`src/rtl/uart_tx_if.sv`:
```
// Byte write channel into the UART transmitter FIFO.
`timescale 1ns/1ps
interface uart_tx_if #(
  parameter int DATA_BITS = 8
);
  logic [DATA_BITS-1:0] data;
  logic                 valid;
  logic                 ready;

  modport master (output data, output valid, input ready);
  modport slave  (input data, input valid, output ready);
endinterface

```
`src/rtl/uart_tx.sv`:
```
// 8N1 UART transmitter with a small byte FIFO, paced by an external baud
// square wave that is synchronized and edge-detected into a one-cycle tick.
`timescale 1ns/1ps
module uart_tx #(
  parameter int FIFO_DEPTH = 4,
  parameter int DATA_BITS  = 8
) (
  input  logic      clk,
  input  logic      rst_n,
  input  logic      i_baud_clk,
  uart_tx_if.slave  bus,
  output logic      o_tx,
  output logic      o_busy
);
  localparam int PTR_W = $clog2(FIFO_DEPTH);
  localparam int CNT_W = $clog2(FIFO_DEPTH + 1);

  typedef enum logic [1:0] {S_IDLE, S_START, S_DATA, S_STOP} state_t;

  state_t               r_state, w_state_nxt;
  logic                 r_sync1, r_sync2, r_baud_prev;
  logic                 w_tick;
  logic [DATA_BITS-1:0] r_mem [FIFO_DEPTH];
  logic [PTR_W-1:0]     r_wr_ptr, r_rd_ptr;
  logic [CNT_W-1:0]     r_count;
  logic [DATA_BITS-1:0] r_shift, w_shift_nxt;
  logic [2:0]           r_bit_idx, w_bit_idx_nxt;
  logic                 r_tx, w_tx_nxt;
  logic                 w_push, w_pop, w_fifo_nempty;

  // BaudClk is asynchronous data: two flops for metastability, a third for edge history.
  always_ff @(posedge clk or negedge rst_n) begin
    if (!rst_n) begin
      r_sync1     <= 1'b0;
      r_sync2     <= 1'b0;
      r_baud_prev <= 1'b0;
    end else begin
      // NOTE: sequential state uses non-blocking assignments so every flop samples pre-edge values.
      r_sync1     <= i_baud_clk;
      r_sync2     <= r_sync1;
      r_baud_prev <= r_sync2;
    end
  end

  assign w_tick        = r_sync2 & ~r_baud_prev;
  assign w_fifo_nempty = (r_count != '0);
  assign bus.ready     = (r_count != CNT_W'(FIFO_DEPTH));
  assign w_push        = bus.valid & bus.ready;

  // NOTE: the storage array carries no reset; count and pointers alone define what is valid.
  always_ff @(posedge clk) begin
    if (w_push) r_mem[r_wr_ptr] <= bus.data;
  end

  always_ff @(posedge clk or negedge rst_n) begin
    if (!rst_n) begin
      r_wr_ptr <= '0;
      r_rd_ptr <= '0;
      r_count  <= '0;
    end else begin
      if (w_push) r_wr_ptr <= r_wr_ptr + PTR_W'(1);
      if (w_pop)  r_rd_ptr <= r_rd_ptr + PTR_W'(1);
      case ({w_push, w_pop})
        2'b10:   r_count <= r_count + CNT_W'(1);
        2'b01:   r_count <= r_count - CNT_W'(1);
        default: r_count <= r_count;
      endcase
    end
  end

  always_comb begin
    // NOTE: every output of this block gets a default first, so no path can infer a latch.
    w_state_nxt   = r_state;
    w_shift_nxt   = r_shift;
    w_bit_idx_nxt = r_bit_idx;
    w_pop         = 1'b0;
    if (w_tick) begin
      case (r_state)
        S_IDLE, S_STOP: begin
          if (w_fifo_nempty) begin
            w_pop       = 1'b1;
            w_shift_nxt = r_mem[r_rd_ptr];
            w_state_nxt = S_START;
          end else begin
            w_state_nxt = S_IDLE;
          end
        end
        S_START: begin
          w_state_nxt   = S_DATA;
          w_bit_idx_nxt = '0;
        end
        S_DATA: begin
          w_shift_nxt   = r_shift >> 1;
          w_bit_idx_nxt = r_bit_idx + 3'd1;
          if (r_bit_idx == 3'(DATA_BITS - 1)) w_state_nxt = S_STOP;
        end
        default: w_state_nxt = S_IDLE;
      endcase
    end
    // Tx is registered from the next-state view so it moves one cycle after the tick.
    case (w_state_nxt)
      S_START: w_tx_nxt = 1'b0;
      S_DATA:  w_tx_nxt = w_shift_nxt[0];
      default: w_tx_nxt = 1'b1;
    endcase
  end

  always_ff @(posedge clk or negedge rst_n) begin
    if (!rst_n) begin
      r_state   <= S_IDLE;
      r_shift   <= '0;
      r_bit_idx <= '0;
      r_tx      <= 1'b1;
    end else begin
      r_state   <= w_state_nxt;
      r_shift   <= w_shift_nxt;
      r_bit_idx <= w_bit_idx_nxt;
      r_tx      <= w_tx_nxt;
    end
  end

  assign o_tx   = r_tx;
  assign o_busy = (r_state != S_IDLE) || w_fifo_nempty;
endmodule

```
`src/flat_wrapper.sv`:
```
// flat-port wrapper written by rule: the top's interface ports become plain ports
module uart_tx_flat 
#(
  parameter int FIFO_DEPTH = 4,
  parameter int DATA_BITS  = 8
)
  (clk, rst_n, i_baud_clk, o_tx, o_busy, bus_data, bus_valid, bus_ready);
  uart_tx_if #(.DATA_BITS(DATA_BITS)) bus_i ();
  input  logic clk;
  input  logic rst_n;
  input  logic i_baud_clk;
  output logic o_tx;
  output logic o_busy;
  input wire logic [$bits(bus_i.data)-1:0] bus_data;
  input wire logic [$bits(bus_i.valid)-1:0] bus_valid;
  output wire logic [$bits(bus_i.ready)-1:0] bus_ready;
  assign bus_i.data = bus_data;
  assign bus_i.valid = bus_valid;
  assign bus_ready = bus_i.ready;
  uart_tx #(.FIFO_DEPTH(FIFO_DEPTH), .DATA_BITS(DATA_BITS)) u_core (.clk(clk), .rst_n(rst_n), .i_baud_clk(i_baud_clk), .bus(bus_i), .o_tx(o_tx), .o_busy(o_busy));
endmodule
```
`config.mk`:
```
export PLATFORM = sky130hd
export DESIGN_NAME = uart_tx_flat
export DESIGN_NICKNAME = d
export VERILOG_FILES = /design/src/rtl/uart_tx_if.sv /design/src/rtl/uart_tx.sv /design/src/flat_wrapper.sv
export SDC_FILE = /design/constraint.sdc
export NUM_CORES = 1
export LEC_CHECK = 0
export ABC_AREA = 1
export BUFFER_PORTS_ARGS = -buffer_cell sky130_fd_sc_hd__buf_2
export CAP_MARGIN = 20
export CELL_PAD_IN_SITES_DETAIL_PLACEMENT = 1
export CELL_PAD_IN_SITES_GLOBAL_PLACEMENT = 1
export CORE_ASPECT_RATIO = 1.4
export CORE_MARGIN = 10
export CORE_UTILIZATION = 51
export CTS_BUF_LIST = sky130_fd_sc_hd__clkbuf_4 sky130_fd_sc_hd__clkbuf_8 sky130_fd_sc_hd__clkbuf_16
export DETAILED_ROUTE_END_ITERATION = 8
export PLACE_DENSITY = 0.88
export SKIP_LAST_GASP = 1
export SYNTH_ARGS = -nofsm -noshare
export SYNTH_HDL_FRONTEND = slang
export SYNTH_SLANG_ARGS = --single-unit
```
`constraint.sdc`:
```
create_clock -name clk -period 6.4 [get_ports clk]
set_input_delay 1.92 -clock clk [delete_from_list [all_inputs] [get_ports clk]]
set_output_delay 1.92 -clock clk [all_outputs]
set_load 0.005 [all_outputs]
```
Word-level counts from Yosys, hierarchy flattened. Memory sizes are Yosys's and may differ from the RTL's. Index checks and enable logic that the tools add are counted.

Multiplexer cells: 15. Eq/ne operators: 10. Bitwise logic cells: 3. Add/subtract/negate cells: 5. Reduce and logical (&&, ||, !) cells: 10.

Operator list (number): $pmux W8 S2 (1); $pmux W3 S2 (2); $eq A2 B2 Y1 const B (4); $mux W8 (1); $reduce_bool A2 Y1 (4); $mux W1 (7); $add A3 B1 Y3 const B (2); $eq A2 B1 Y1 const B (3); $pmux W2 S3 (1); $add A2 B1 Y2 const B (2); $mux W2 (2); $eq A3 B3 Y1 const B (1); $ne A3 B3 Y1 const B (1); $reduce_and A3 Y1 (1); $reduce_bool A3 Y1 (1); $sub A3 B1 Y3 const B (1); $and A1 B1 Y1 (2); $logic_not A2 Y1 (1); $ne A2 B1 Y1 const B (1); $pmux W1 S2 (1); $reduce_and A2 Y1 (1); $reduce_or A2 Y1 (1); $logic_or A1 B1 Y1 (1); $not A1 Y1 (1).

Bits of input ports: 12. Word-level logic and storage cells: 55. Memories: 1. Register bits: 24. Memory bits (writable): 32.

Memories: u_core.r_mem (words 4, bits a word 8, read ports 1, clocked after Yosys merged registers in 0, write ports 1, RTL line uart_tx.sv:23) `logic [DATA_BITS-1:0] r_mem [FIFO_DEPTH];`.

Logic depth before layout (Yosys ltp). Gate-level depths: netlist of run 1.

Depth after elaboration: 6. Mapped depth: 11.

Worst setup path before layout of run 1. No wires, ideal clock.

Path type: input port to flip-flop. Start point: input bus_valid. End point: register u_core.r_count[2]. Path buffers: 0. Required time: 6269 ps. Setup time: 131 ps. Stages on the path: 7. Path slack: 3297 ps. Arrival: 2972 ps. Cell sequence: nand2_2 ha_1 inv_1 fa_1 a21oi_1 o21ai_0 xor2_1.

Longest elaborated chain between the ends: 3. Elaborated cells on any way between the ends: 5. Those cells by class: 2 x eq/ne; 1 x mux; 1 x bitwise; 1 x reduce/logical.

Ends and longest elaborated chain: start: declaration (RTL line flat_wrapper.sv:15) `input wire logic [$bits(bus_i.valid)-1:0] bus_valid;`; $and A1 B1 Y1 (*) (RTL line uart_tx.sv:48) `assign w_push = bus.valid & bus.ready;`; $eq A2 B1 Y1 / $eq A2 B2 Y1 (equally long branches) (RTL line uart_tx.sv:63) `case ({w_push, w_pop})`; $pmux W3 S2 / $reduce_bool A2 Y1 (equally long branches); end signal: assignment (RTL line uart_tx.sv:64) `2'b10: r_count <= r_count + CNT_W'(1);`; end signal: assignment (RTL line uart_tx.sv:65) `2'b01: r_count <= r_count - CNT_W'(1);`; end signal: assignment (RTL line uart_tx.sv:66) `default: r_count <= r_count;`; end: declaration (RTL line uart_tx.sv:25) `logic [CNT_W-1:0] r_count;`.

Mark *: on every way between the ends. The rest lies on a longest branch, timed or not. A chain may end at the register's enable or synchronous reset.

Worst setup path after layout of run 1.
Start point: register u_core.r_count[0]. End point: output o_busy.

Longest elaborated chain between the ends: 2.

Ends and longest elaborated chain: $reduce_bool A3 Y1 (RTL line uart_tx.sv:46) `assign w_fifo_nempty = (r_count != '0);`; $logic_or A1 B1 Y1 (RTL line uart_tx.sv:123) `assign o_busy = (r_state != S_IDLE) || w_fifo_nempty;`; end: declaration (RTL line flat_wrapper.sv:13) `output logic o_busy;`.

Every way passes these cells.

==> impl_table.tex, run 1 <==
\begin{tabular}{lr}
\hline
Metric & Value \\
\hline
\multicolumn{2}{l}{\textbf{Outcome}} \\
\quad Status & completed \\
\multicolumn{2}{l}{\textbf{Clock network}} \\
\quad Number of buffers inserted to repair setup after CTS & 0 \\
\quad Buffer cell driving the clock tree root & clkbuf\_8 \\
\quad CTS resizes & 0 \\
\quad Buffer depth of the longest clock path & 2 \\
\quad Sinks on the clock net & 56 \\
\quad Clock slew at the register clock pins of the worst setup and hold paths & 0.11 ns \\
\quad Insertion delay to the later sink of the worst-skew pair & 0.32 ns \\
\quad Cts-stage hold buffer count & 0 \\
\quad H-tree depth & 2 \\
\quad CTS tree & yes \\
\quad Number of CTS-inserted buffers & 5 \\
\multicolumn{2}{l}{\textbf{Final layout}} \\
\quad Total number of nets in the final design & 277 \\
\quad Number of antenna diodes & 0 \\
\quad Share of layout cells above drive strength 1 & 0.184 \\
\quad Synthesis-to-layout area growth & 8.40\% \\
\quad Post-layout instance count excluding filler cells & 319 \\
\quad Layout filler cell count & 533 \\
\multicolumn{2}{l}{\textbf{STA}} \\
\quad Final worst path period share & 0.499 \\
\quad Final hold violation count & 0 \\
\quad Final critical delay including setup and external delays & 3.19 ns \\
\quad Setup violation total in the final timing report & 0 \\
\quad RSZ-0062 raised after global routing & false \\
\quad Slew Limit Fails & 0 \\
\quad Rel. slew slack & 0.480 \\
\quad Final setup skew & 0.0148 ns \\
\quad Maximum clock frequency & 313 MHz \\
\quad Slew at the pin closest to its max-slew limit & 0.778 ns \\
\quad Total Negative Setup Slacks & 0 ns \\
\multicolumn{2}{l}{\textbf{Floorplanning}} \\
\quad Initial core utilization & 0.526 \\
\quad Placeable core area & 4840 sq um \\
\quad Die area & 8260 sq um \\
\quad Top-level I/O count & 15 \\
\quad Width of the die & 79.7 microns \\
\quad Height of the chip & 104 microns \\
\quad Site Rows & 30 \\
\multicolumn{2}{l}{\textbf{Worst setup path}} \\
\quad Sort of element at the end of the critical path & primary output \\
\quad Largest fanout on the critical path & 3 \\
\quad Arrival time at the worst endpoint & 1.27 ns \\
\quad Worst Reg-to-Reg Cells & 11 \\
\quad Setup Crit Path Kind & reg2out \\
\quad Required time of the critical path & 4.48 ns \\
\quad Setup crit start kind & flip-flop \\
\multicolumn{2}{l}{\textbf{Logic synthesis}} \\
\quad Syn Std Cell Area & 2550 sq um \\
\quad Cell type with the highest aggregate area in the netlist & edfxtp\_1 \\
\quad Share of flip-flops with an asynchronous set or reset after synthesis & 0.429 \\
\quad Proportion of netlist area held by the largest area contributor & 0.377 \\
\quad Yosys warning count & 0 \\
\quad Post-synthesis cell type count & 33 \\
\quad Most instantiated cells after synthesis & 75 x nand2\_1, 32 x edfxtp\_1, 23 x dfrtp\_1, 23 x nand3\_1, 16 x inv\_1 \\
\quad Post-Syn Instances & 238 \\
\quad Flip-flop and latch count after synthesis & 56 \\
\quad Dominant register cell in the synthesized netlist & edfxtp\_1 \\
\quad Library cell with the highest instance count after synthesis & nand2\_1 \\
\quad Largest cells by area after synthesis & edfxtp\_1 38\%, dfrtp\_1 23\%, nand2\_1 11\% \\
\quad Avg Cell Area, Syn & 10.7 sq um \\
\quad Number of nets produced by synthesis & 261 \\
\quad Post-synth EDFFs & 32 \\
\quad Sequential cell area fraction in the yosys report & 0.614 \\
\multicolumn{2}{l}{\textbf{Route}} \\
\quad DRC viols & 0 \\
\quad Drt wl/cell & 15.4 microns \\
\quad Number of design-rule violations left by the first detailed-router iteration & 61 \\
\quad Via count of the routed design & 1622 \\
\quad Remaining antenna violation count & 0 \\
\quad Via-to-Cell Ratio & 5.08 \\
\quad Total iterations of the first detailed-routing run & 4 \\
\quad Total wire length after detailed routing & 4910 microns \\
\multicolumn{2}{l}{\textbf{Global route}} \\
\quad Initial antenna violation count & 0 \\
\quad Congestion Overflow GR & 0 \\
\quad Total Routing Usage GR & 0.130 \\
\quad Number of global-route vias before repair & 1824 \\
\quad First-pass GRT wire length & 8530 microns \\
\quad Maximum number of pins on one net before global-route repair & 25 \\
\multicolumn{2}{l}{\textbf{Placement}} \\
\quad Global placer's final weighted congestion & 0.764 \\
\quad Post-placement cell count & 311 \\
\quad Detailed placer's ending HPWL & 3620 microns \\
\quad Number of buffer cells added on primary ports & 14 \\
\multicolumn{2}{l}{\textbf{Power and ir drop}} \\
\quad Leak pwr & 0.00123 uW \\
\quad Power per cell area & 445 nW/um\^{}2 \\
\quad IR drop worst, VDD & 0.000250 V \\
\multicolumn{2}{l}{\textbf{Min path}} \\
\quad Depth of the worst hold-timing path & 0 \\
\quad Min-delay worst type & reg2reg \\
\multicolumn{2}{l}{\textbf{Run}} \\
\quad Number of max-cap violations & 0 \\
\hline
\end{tabular}
-- layer usage --
layer  wire (microns)  up-vias  global-route usage
li1                 -      804                   -
met1             2020      786               0.138
met2             2620       22               0.227
met3              146       10              0.0372
met4              126        0              0.0591
met5                0        -                   0
-- area by class of cell --
type	instances	area, sq um	area share
repair buffers	14	70.1	0.0254
inverters	25	101	0.0367
well taps	64	80.1	0.0290
clock inverters	3	25.0	0.00907
clock buffers	5	68.8	0.0249
flip-flops and latches	56	1560	0.566
multi-input cells	152	852	0.309
-- through the flow --
stage / hold slack [ns] / cell area [sq um] / utilization / total power, uW / setup slack (ns)
6_report: 0.363 / 2760 / 0.570 / 1230 / 3.21
5_1_grt: 0.375 / 2760 / 0.570 / 1340 / 3.12
4_1_cts: 0.368 / 2760 / 0.570 / 1250 / 3.20
3_5_place_dp: 0.344 / 2670 / 0.551 / 1040 / 3.05
3_3_place_gp: 0.343 / 2670 / 0.551 / 1000 / 3.12
2_1_floorplan: 0.331 / 2550 / - / 919 / 3.30
-- kinds of logic after synthesis --
logic type               count (synthesis)  synth area share
AO/OA/AOI/OAI                           14            0.0437
XOR/XNOR                                 5            0.0172
flip-flops                              56             0.614
buffers and inverters                   30            0.0516
adder cells (fa/ha/maj)                 11            0.0570
AND/OR/NAND/NOR                        122             0.217
-- registers in the layout, summed over array words and instances, names as in the netlist --
register and count:
u_core.o_tx 1, u_core.r_count 3, u_core.r_shift 8, u_core.r_sync2 1, u_core.r_wr_ptr 2, u_core.r_rd_ptr 2, u_core.r_baud_prev 1, u_core.r_sync1 1
u_core.r_mem 32, u_core.r_state 2, u_core.r_bit_idx 3
-- critical path, stage by stage, from the launching register on --
cell,delay (ns)
dfrtp_1,0.43
nor2_2,0.16
nand2_2,0.10
inv_2,0.10
nand2_1,0.05
buf_2,0.12
-- cells in the final DEF (no fill, tap or decap), types with 2 or more instances in the layout --
cell type  Yosys  routed
a21oi_1        2       2
o21ai_0        3       3
ha_1          10      10
inv_6          0       2
clkbuf_8       0       5
nand2_2        4       4
a32o_1         2       2
nor2_1        10      10
edfxtp_1      32      32
nand3_2        3       3
nor2_2         3       3
xor2_1         4       4
dfrtp_1       23      23
nand3_1       23      23
nand2_1       75      75
inv_1         16      16
inv_2          7       7
buf_2          3      14
-- worst paths after layout --
kind / from / to / slack [ns]
max: u_core.r_count[0]$_DFFE_PN0P_ / o_busy / 3.21
min: u_core.r_sync1$_DFF_PN0_ / u_core.r_sync2$_DFF_PN0_ / 0.36
max reg2reg: u_core.r_state[0]$_DFF_PN0_ / u_core.r_count[2]$_DFFE_PN0P_ / 4.11
min reg2reg: u_core.r_sync1$_DFF_PN0_ / u_core.r_sync2$_DFF_PN0_ / 0.36
max in group asynchronous: rst_n / u_core.r_wr_ptr[1]$_DFFE_PN0P_ / 4.45
min in group asynchronous: rst_n / u_core.r_shift[5]$_DFFE_PN0P_ / 1.57
-- power breakdown --
part / internal [uW] / switching [uW]
clock: 80.0 / 121
sequential: 491 / 75.0
combinational: 158 / 304
total: 729 / 500
(Power assumes the default switching activity.)
==> inputs of run 2 (changes only) <==
Settings changed: CORE_UTILIZATION 51 to 48, PLACE_DENSITY 0.88 to 0.84.
Clock period 6.4 ns to 3.1 ns, I/O delays scaled along.
==> impl_table.tex, run 2 (synthesized netlist as in run 1, its figures left out) <==
\begin{tabular}{lr}
\hline
Metric & Value \\
\hline
\multicolumn{2}{l}{\textbf{STA}} \\
\quad Slew at the pin closest to its max-slew limit & 0.800 ns \\
\quad Rel. slew slack & 0.465 \\
\quad Worst hold slack across all endpoints & 0.365 ns \\
\quad Setup violation total in the final timing report & 0 \\
\quad RSZ-0062 raised after global routing & false \\
\quad Maximum clock frequency & 440 MHz \\
\quad Final hold violation count & 0 \\
\quad Final setup skew & 0.0113 ns \\
\quad Total Negative Setup Slacks & 0 ns \\
\quad Slew Limit Fails & 0 \\
\quad Final worst path period share & 0.732 \\
\quad Final critical delay including setup and external delays & 2.27 ns \\
\multicolumn{2}{l}{\textbf{Power and ir drop}} \\
\quad Power, Total & 2600 uW \\
\quad P\_sw & 1020 uW \\
\quad Logic pwr share & 0.366 \\
\quad Switching share of power & 0.391 \\
\quad Cell Int Power & 1580 uW \\
\quad Power per cell area & 935 nW/um\^{}2 \\
\quad Part of the power in the clock network & 0.186 \\
\quad Leak pwr & 0.00124 uW \\
\quad Part of the power in registers & 0.448 \\
\quad IR drop worst, VDD & 0.000473 V \\
\multicolumn{2}{l}{\textbf{Floorplanning}} \\
\quad Height of the chip & 106 microns \\
\quad Top-level I/O count & 15 \\
\quad Width of the die & 81.6 microns \\
\quad Site Rows & 31 \\
\quad Die area & 8660 sq um \\
\quad Placeable core area & 5160 sq um \\
\quad Initial core utilization & 0.494 \\
\multicolumn{2}{l}{\textbf{Route}} \\
\quad Via-to-Cell Ratio & 5.00 \\
\quad Remaining antenna violation count & 0 \\
\quad Total wire length after detailed routing & 4610 microns \\
\quad Total iterations of the first detailed-routing run & 4 \\
\quad Via count of the routed design & 1604 \\
\quad DRC viols & 0 \\
\quad Drt wl/cell & 14.3 microns \\
\quad Number of design-rule violations left by the first detailed-router iteration & 91 \\
\multicolumn{2}{l}{\textbf{Final layout}} \\
\quad Share of layout cells above drive strength 1 & 0.184 \\
\quad Total number of nets in the final design & 277 \\
\quad Final cell utilization of the core & 0.540 \\
\quad Commonest cells after routing, fill and taps aside & 75 x nand2\_1, 32 x edfxtp\_1, 23 x nand3\_1, 23 x dfrtp\_1, 16 x inv\_1 \\
\quad Synthesis-to-layout area growth & 9.39\% \\
\quad Number of antenna diodes & 0 \\
\quad Most common library cell in the layout ignoring fill and taps & nand2\_1 \\
\quad Area occupied by registers & 1560 sq um \\
\quad Registers with the most flip-flops & u\_core.r\_mem x32, u\_core.r\_shift x8 \\
\quad Area of combinational cells with multiple inputs & 852 sq um \\
\quad Layout filler cell count & 583 \\
\quad Biggest register & u\_core.r\_mem \\
\quad Flip-flop count of the largest register after layout & 32 \\
\multicolumn{2}{l}{\textbf{Placement}} \\
\quad Number of buffer cells added on primary ports & 14 \\
\quad Global placer's final weighted congestion & 0.727 \\
\quad Detailed placer's ending HPWL & 3480 microns \\
\multicolumn{2}{l}{\textbf{Clock network}} \\
\quad Number of buffers inserted to repair setup after CTS & 0 \\
\quad CTS tree & yes \\
\quad Buffer cell driving the clock tree root & clkbuf\_8 \\
\quad Clock slew at the register clock pins of the worst setup and hold paths & 0.10 ns \\
\quad Sinks on the clock net & 56 \\
\quad Buffer depth of the longest clock path & 2 \\
\quad H-tree depth & 2 \\
\quad CTS resizes & 0 \\
\quad Number of CTS-inserted buffers & 5 \\
\quad Cts-stage hold buffer count & 0 \\
\quad Insertion delay to the later sink of the worst-skew pair & 0.31 ns \\
\multicolumn{2}{l}{\textbf{Global route}} \\
\quad Congestion Overflow GR & 0 \\
\quad Number of global-route vias before repair & 1726 \\
\quad Initial antenna violation count & 0 \\
\quad First-pass GRT wire length & 8090 microns \\
\quad Total Routing Usage GR & 0.117 \\
\quad Maximum number of pins on one net before global-route repair & 25 \\
\multicolumn{2}{l}{\textbf{Worst setup path}} \\
\quad Largest fanout on the critical path & 5 \\
\quad Setup Crit Path Kind & reg2reg \\
\quad Number of buffers and inverters on the critical path & 4 \\
\quad Delay-heaviest family, CP & adder cells \\
\quad Setup crit start kind & flip-flop \\
\quad Slowest stage delay, CP & 0.40 ns \\
\quad Cells along the critical path & inv\_1 -> ha\_1 -> inv\_2 -> nand3\_2 -> inv\_1 -> ha\_1 -> inv\_1 -> fa\_1 -> a21oi\_1 -> o21ai\_0 -> xor2\_1 \\
\quad Sort of element at the end of the critical path & flip-flop \\
\quad Required time of the critical path & 3.30 ns \\
\quad CP max stage cell & dfrtp\_1 \\
\quad Most frequent CP cell & inv\_1 \\
\quad Arrival time at the worst endpoint & 2.47 ns \\
\multicolumn{2}{l}{\textbf{Run}} \\
\quad Number of max-cap violations & 0 \\
\multicolumn{2}{l}{\textbf{Outcome}} \\
\quad Status & completed \\
\multicolumn{2}{l}{\textbf{Min path}} \\
\quad Min-delay worst type & reg2reg \\
\hline
\end{tabular}
==> run 2: power groups by stage <==
stage          logic, uW  registers (uW)  clock network [uW]
2_1_floorplan        798            1100                   0
3_3_place_gp         913            1170                   0
3_5_place_dp         972            1180                   0
4_1_cts              975            1170                 492
5_1_grt             1100            1200                 523
6_report             952            1170                 486
==> run 2: per-stage QoR <==
step / area (sq um) / cells / worst slack, ns
2_1_floorplan: 2550 / 238 / 0.987
3_3_place_gp: 2670 / 313 / 0.821
3_5_place_dp: 2670 / 313 / 0.772
4_1_cts: 2790 / 321 / 0.814
5_1_grt: 2790 / 321 / 0.649
6_report: 2790 / 321 / 0.830
==> run 2: layer usage <==
metal  vias to the layer above  global-route usage  routed length, microns
met4                         0              0.0409                      57
met5                         -                   0                       0
li1                        807                   -                       -
met1                       781               0.134                    2000
met2                        12               0.206                    2440
met3                         4              0.0253                     103
==> run 2: layout make-up <==
type                       instances  area share
tap                               66      0.0296
clock inverter                     3      0.0171
clock buffer                       5      0.0247
multi-input combinational        152       0.306
sequential                        56       0.561
inverter                          25      0.0364
timing repair buffer              14      0.0252
==> run 2: final timing paths <==
path                       slack [ns]                       endpoint                        start  depth (start not counted)
max                              0.83  u_core.r_count[2]$_DFFE_PN0P_  u_core.r_state[1]$_DFF_PN0_                         11
min                              0.36       u_core.r_sync2$_DFF_PN0_     u_core.r_sync1$_DFF_PN0_                          0
max reg2reg                      0.83  u_core.r_count[2]$_DFFE_PN0P_  u_core.r_state[1]$_DFF_PN0_                         11
min reg2reg                      0.36       u_core.r_sync2$_DFF_PN0_     u_core.r_sync1$_DFF_PN0_                          0
max in group asynchronous        2.14          u_core.o_tx$_DFF_PN1_                        rst_n                          1
min in group asynchronous        0.59  u_core.r_shift[4]$_DFFE_PN0P_                        rst_n                          1
==> inputs of run 3 (changes only) <==
Settings changed: CORE_UTILIZATION 48 to 43, PLACE_DENSITY 0.84 to 0.79.
Clock period 3.1 ns to 2 ns, I/O delays scaled along.
==> impl_table.tex, run 3 (synthesized netlist as in run 1, its figures left out) <==
\begin{tabular}{lr}
\hline
Metric & Value \\
\hline
\multicolumn{2}{l}{\textbf{Outcome}} \\
\quad Status & finished with violations \\
\quad Failing checks & negative setup slack \\
\multicolumn{2}{l}{\textbf{Worst setup path}} \\
\quad Required time of the critical path & 2.20 ns \\
\quad Largest fanout on the critical path & 2 \\
\quad Worst Reg-to-Reg Cells & 11 \\
\quad Setup crit start kind & flip-flop \\
\quad Worst setup path startpoint & u\_core.r\_state[0]\$\_DFF\_PN0\_ \\
\quad Sort of element at the end of the critical path & flip-flop \\
\quad Arrival time at the worst endpoint & 2.21 ns \\
\quad Setup Crit Path Kind & reg2reg \\
\quad R2R Path Start & u\_core.r\_state[0]\$\_DFF\_PN0\_ \\
\multicolumn{2}{l}{\textbf{Floorplanning}} \\
\quad Site Rows & 33 \\
\quad Die area & 9440 sq um \\
\quad Initial core utilization & 0.437 \\
\quad Width of the die & 85.0 microns \\
\quad Top-level I/O count & 15 \\
\quad Height of the chip & 111 microns \\
\quad Placeable core area & 5820 sq um \\
\multicolumn{2}{l}{\textbf{Global route}} \\
\quad Congestion Overflow GR & 0 \\
\quad Maximum number of pins on one net before global-route repair & 25 \\
\quad Initial antenna violation count & 0 \\
\quad First-pass GRT wire length & 9100 microns \\
\quad Number of global-route vias before repair & 1860 \\
\quad Total Routing Usage GR & 0.118 \\
\multicolumn{2}{l}{\textbf{Clock network}} \\
\quad H-tree depth & 2 \\
\quad CTS tree & yes \\
\quad Sinks on the clock net & 56 \\
\quad Cts-stage hold buffer count & 0 \\
\quad Insertion delay to the later sink of the worst-skew pair & 0.31 ns \\
\quad Buffer depth of the longest clock path & 2 \\
\quad Number of CTS-inserted buffers & 5 \\
\quad Buffer cell driving the clock tree root & clkbuf\_8 \\
\quad Clock slew at the register clock pins of the worst setup and hold paths & 0.10 ns \\
\multicolumn{2}{l}{\textbf{Route}} \\
\quad Via count of the routed design & 1707 \\
\quad DRC viols & 0 \\
\quad Remaining antenna violation count & 0 \\
\quad Total wire length after detailed routing & 5450 microns \\
\quad Total iterations of the first detailed-routing run & 4 \\
\quad Via-to-Cell Ratio & 4.96 \\
\quad Number of design-rule violations left by the first detailed-router iteration & 53 \\
\quad Drt wl/cell & 15.8 microns \\
\multicolumn{2}{l}{\textbf{STA}} \\
\quad Final worst path period share & 1.00 \\
\quad Maximum clock frequency & 498 MHz \\
\quad Slew at the pin closest to its max-slew limit & 0.557 ns \\
\quad Setup violation total in the final timing report & 1 \\
\quad Final critical delay including setup and external delays & 2.01 ns \\
\quad Final hold violation count & 0 \\
\quad Total Negative Setup Slacks & -0.00970 ns \\
\quad Rel. slew slack & 0.629 \\
\quad Min setup slack post-route & -0.00970 ns \\
\quad Final setup skew & 0.00652 ns \\
\quad Slew Limit Fails & 0 \\
\quad RSZ-0062 raised after global routing & true \\
\multicolumn{2}{l}{\textbf{Power and ir drop}} \\
\quad P\_sw & 1760 uW \\
\quad Part of the power in the clock network & 0.168 \\
\quad Part of the power in registers & 0.399 \\
\quad IR drop worst, VDD & 0.000730 V \\
\quad Cell Int Power & 2720 uW \\
\quad Power per cell area & 1490 nW/um\^{}2 \\
\quad Switching share of power & 0.393 \\
\quad Logic pwr share & 0.433 \\
\quad Leak pwr & 0.00133 uW \\
\multicolumn{2}{l}{\textbf{Final layout}} \\
\quad Commonest cells after routing, fill and taps aside & 75 x nand2\_1, 32 x edfxtp\_1, 23 x nand3\_1, 23 x dfrtp\_1, 18 x buf\_4 \\
\quad Number of antenna diodes & 0 \\
\quad Share of layout cells above drive strength 1 & 0.274 \\
\quad Most common library cell in the layout ignoring fill and taps & nand2\_1 \\
\quad Registers with the most flip-flops & u\_core.r\_mem x32, u\_core.r\_shift x8 \\
\quad Flip-flop count of the largest register after layout & 32 \\
\quad Synthesis-to-layout area growth & 17.8\% \\
\quad Biggest register & u\_core.r\_mem \\
\quad Area of combinational cells with multiple inputs & 910 sq um \\
\quad Area occupied by registers & 1560 sq um \\
\quad Total number of nets in the final design & 296 \\
\quad Final cell utilization of the core & 0.515 \\
\quad Layout filler cell count & 648 \\
\multicolumn{2}{l}{\textbf{Placement}} \\
\quad Detailed placer's ending HPWL & 3510 microns \\
\quad Number of buffer cells added on primary ports & 14 \\
\quad Global placer's final weighted congestion & 0.754 \\
\multicolumn{2}{l}{\textbf{Run}} \\
\quad Number of max-cap violations & 0 \\
\multicolumn{2}{l}{\textbf{Min path}} \\
\quad Min-delay worst type & in2async \\
\hline
\end{tabular}
-- run 3: cell count changes in the layout (fill, tap and decap cells not counted), moves of 2 or more --
cell,previous run,this run
inv_1,16,12
inv_4,1,4
ha_1,10,8
buf_4,0,18
clkinv_4,3,1
ha_4,0,2
-- run 3: layout make-up --
cell class	instances	share of cell area
clock inverters	3	0.0154
inverters	25	0.0363
clock buffers	5	0.0229
well taps	70	0.0292
repair buffers	33	0.0721
multi-input cells	152	0.303
flip-flops and latches	56	0.521
-- run 3: power by group through the flow --
stage	logic, uW	registers, uW	clock network [uW]
3_5_place_dp	1660	1800	0
3_3_place_gp	1590	1790	0
2_1_floorplan	1270	1710	0
4_1_cts	1840	1780	773
6_report	1940	1780	751
5_1_grt	2210	1830	819
-- run 3: what timing repair did --
item / 4_1_cts / 5_1_grt
buffers inserted: 6 / 4
resized for setup: 10 / 5
setup endpoints to repair: 1 / 1
pin swaps: 3 / 5
-- run 3: through the flow --
step	cells	setup slack [ns]	hold WS (ns)	instance area, sq um	power [uW]
after floorplan	238	0.0229	0.304	2560	2980
after global placement	326	0.0478	0.353	2750	3380
after detailed placement	326	-0.0563	0.361	2750	3460
after CTS	340	0.00968	0.289	2950	4400
after global routing	344	-0.0975	0.301	3000	4850
final	344	-0.00970	0.268	3000	4480
-- run 3: critical path, stage by stage (launching register included) --
cell and delay (ns):
dfrtp_1 0.41, inv_2 0.08, ha_4 0.21, inv_4 0.06, nand3_4 0.08, inv_4 0.07
ha_4 0.13, inv_4 0.03, fa_2 0.37, a21oi_4 0.20, o21ai_4 0.10, xor2_1 0.15
-- run 3: layer usage --
metal	GRT usage	wire length [microns]
met5	0	0
met3	0.0169	83
met2	0.214	3060
met4	0.0540	107
met1	0.130	2200
-- run 3: worst paths after layout --
| check | end | slack, ns |
|---|---|---|
| max reg2reg | u_core.r_count[2]$_DFFE_PN0P_ | -0.01 |
| min reg2reg | u_core.r_sync2$_DFF_PN0_ | 0.38 |
| min | u_core.r_bit_idx[1]$_DFFE_PN0P_ | 0.27 |
| max in group asynchronous | u_core.o_tx$_DFF_PN1_ | 1.36 |
| max | u_core.r_count[2]$_DFFE_PN0P_ | -0.01 |
| min in group clk | u_core.r_sync2$_DFF_PN0_ | 0.38 |
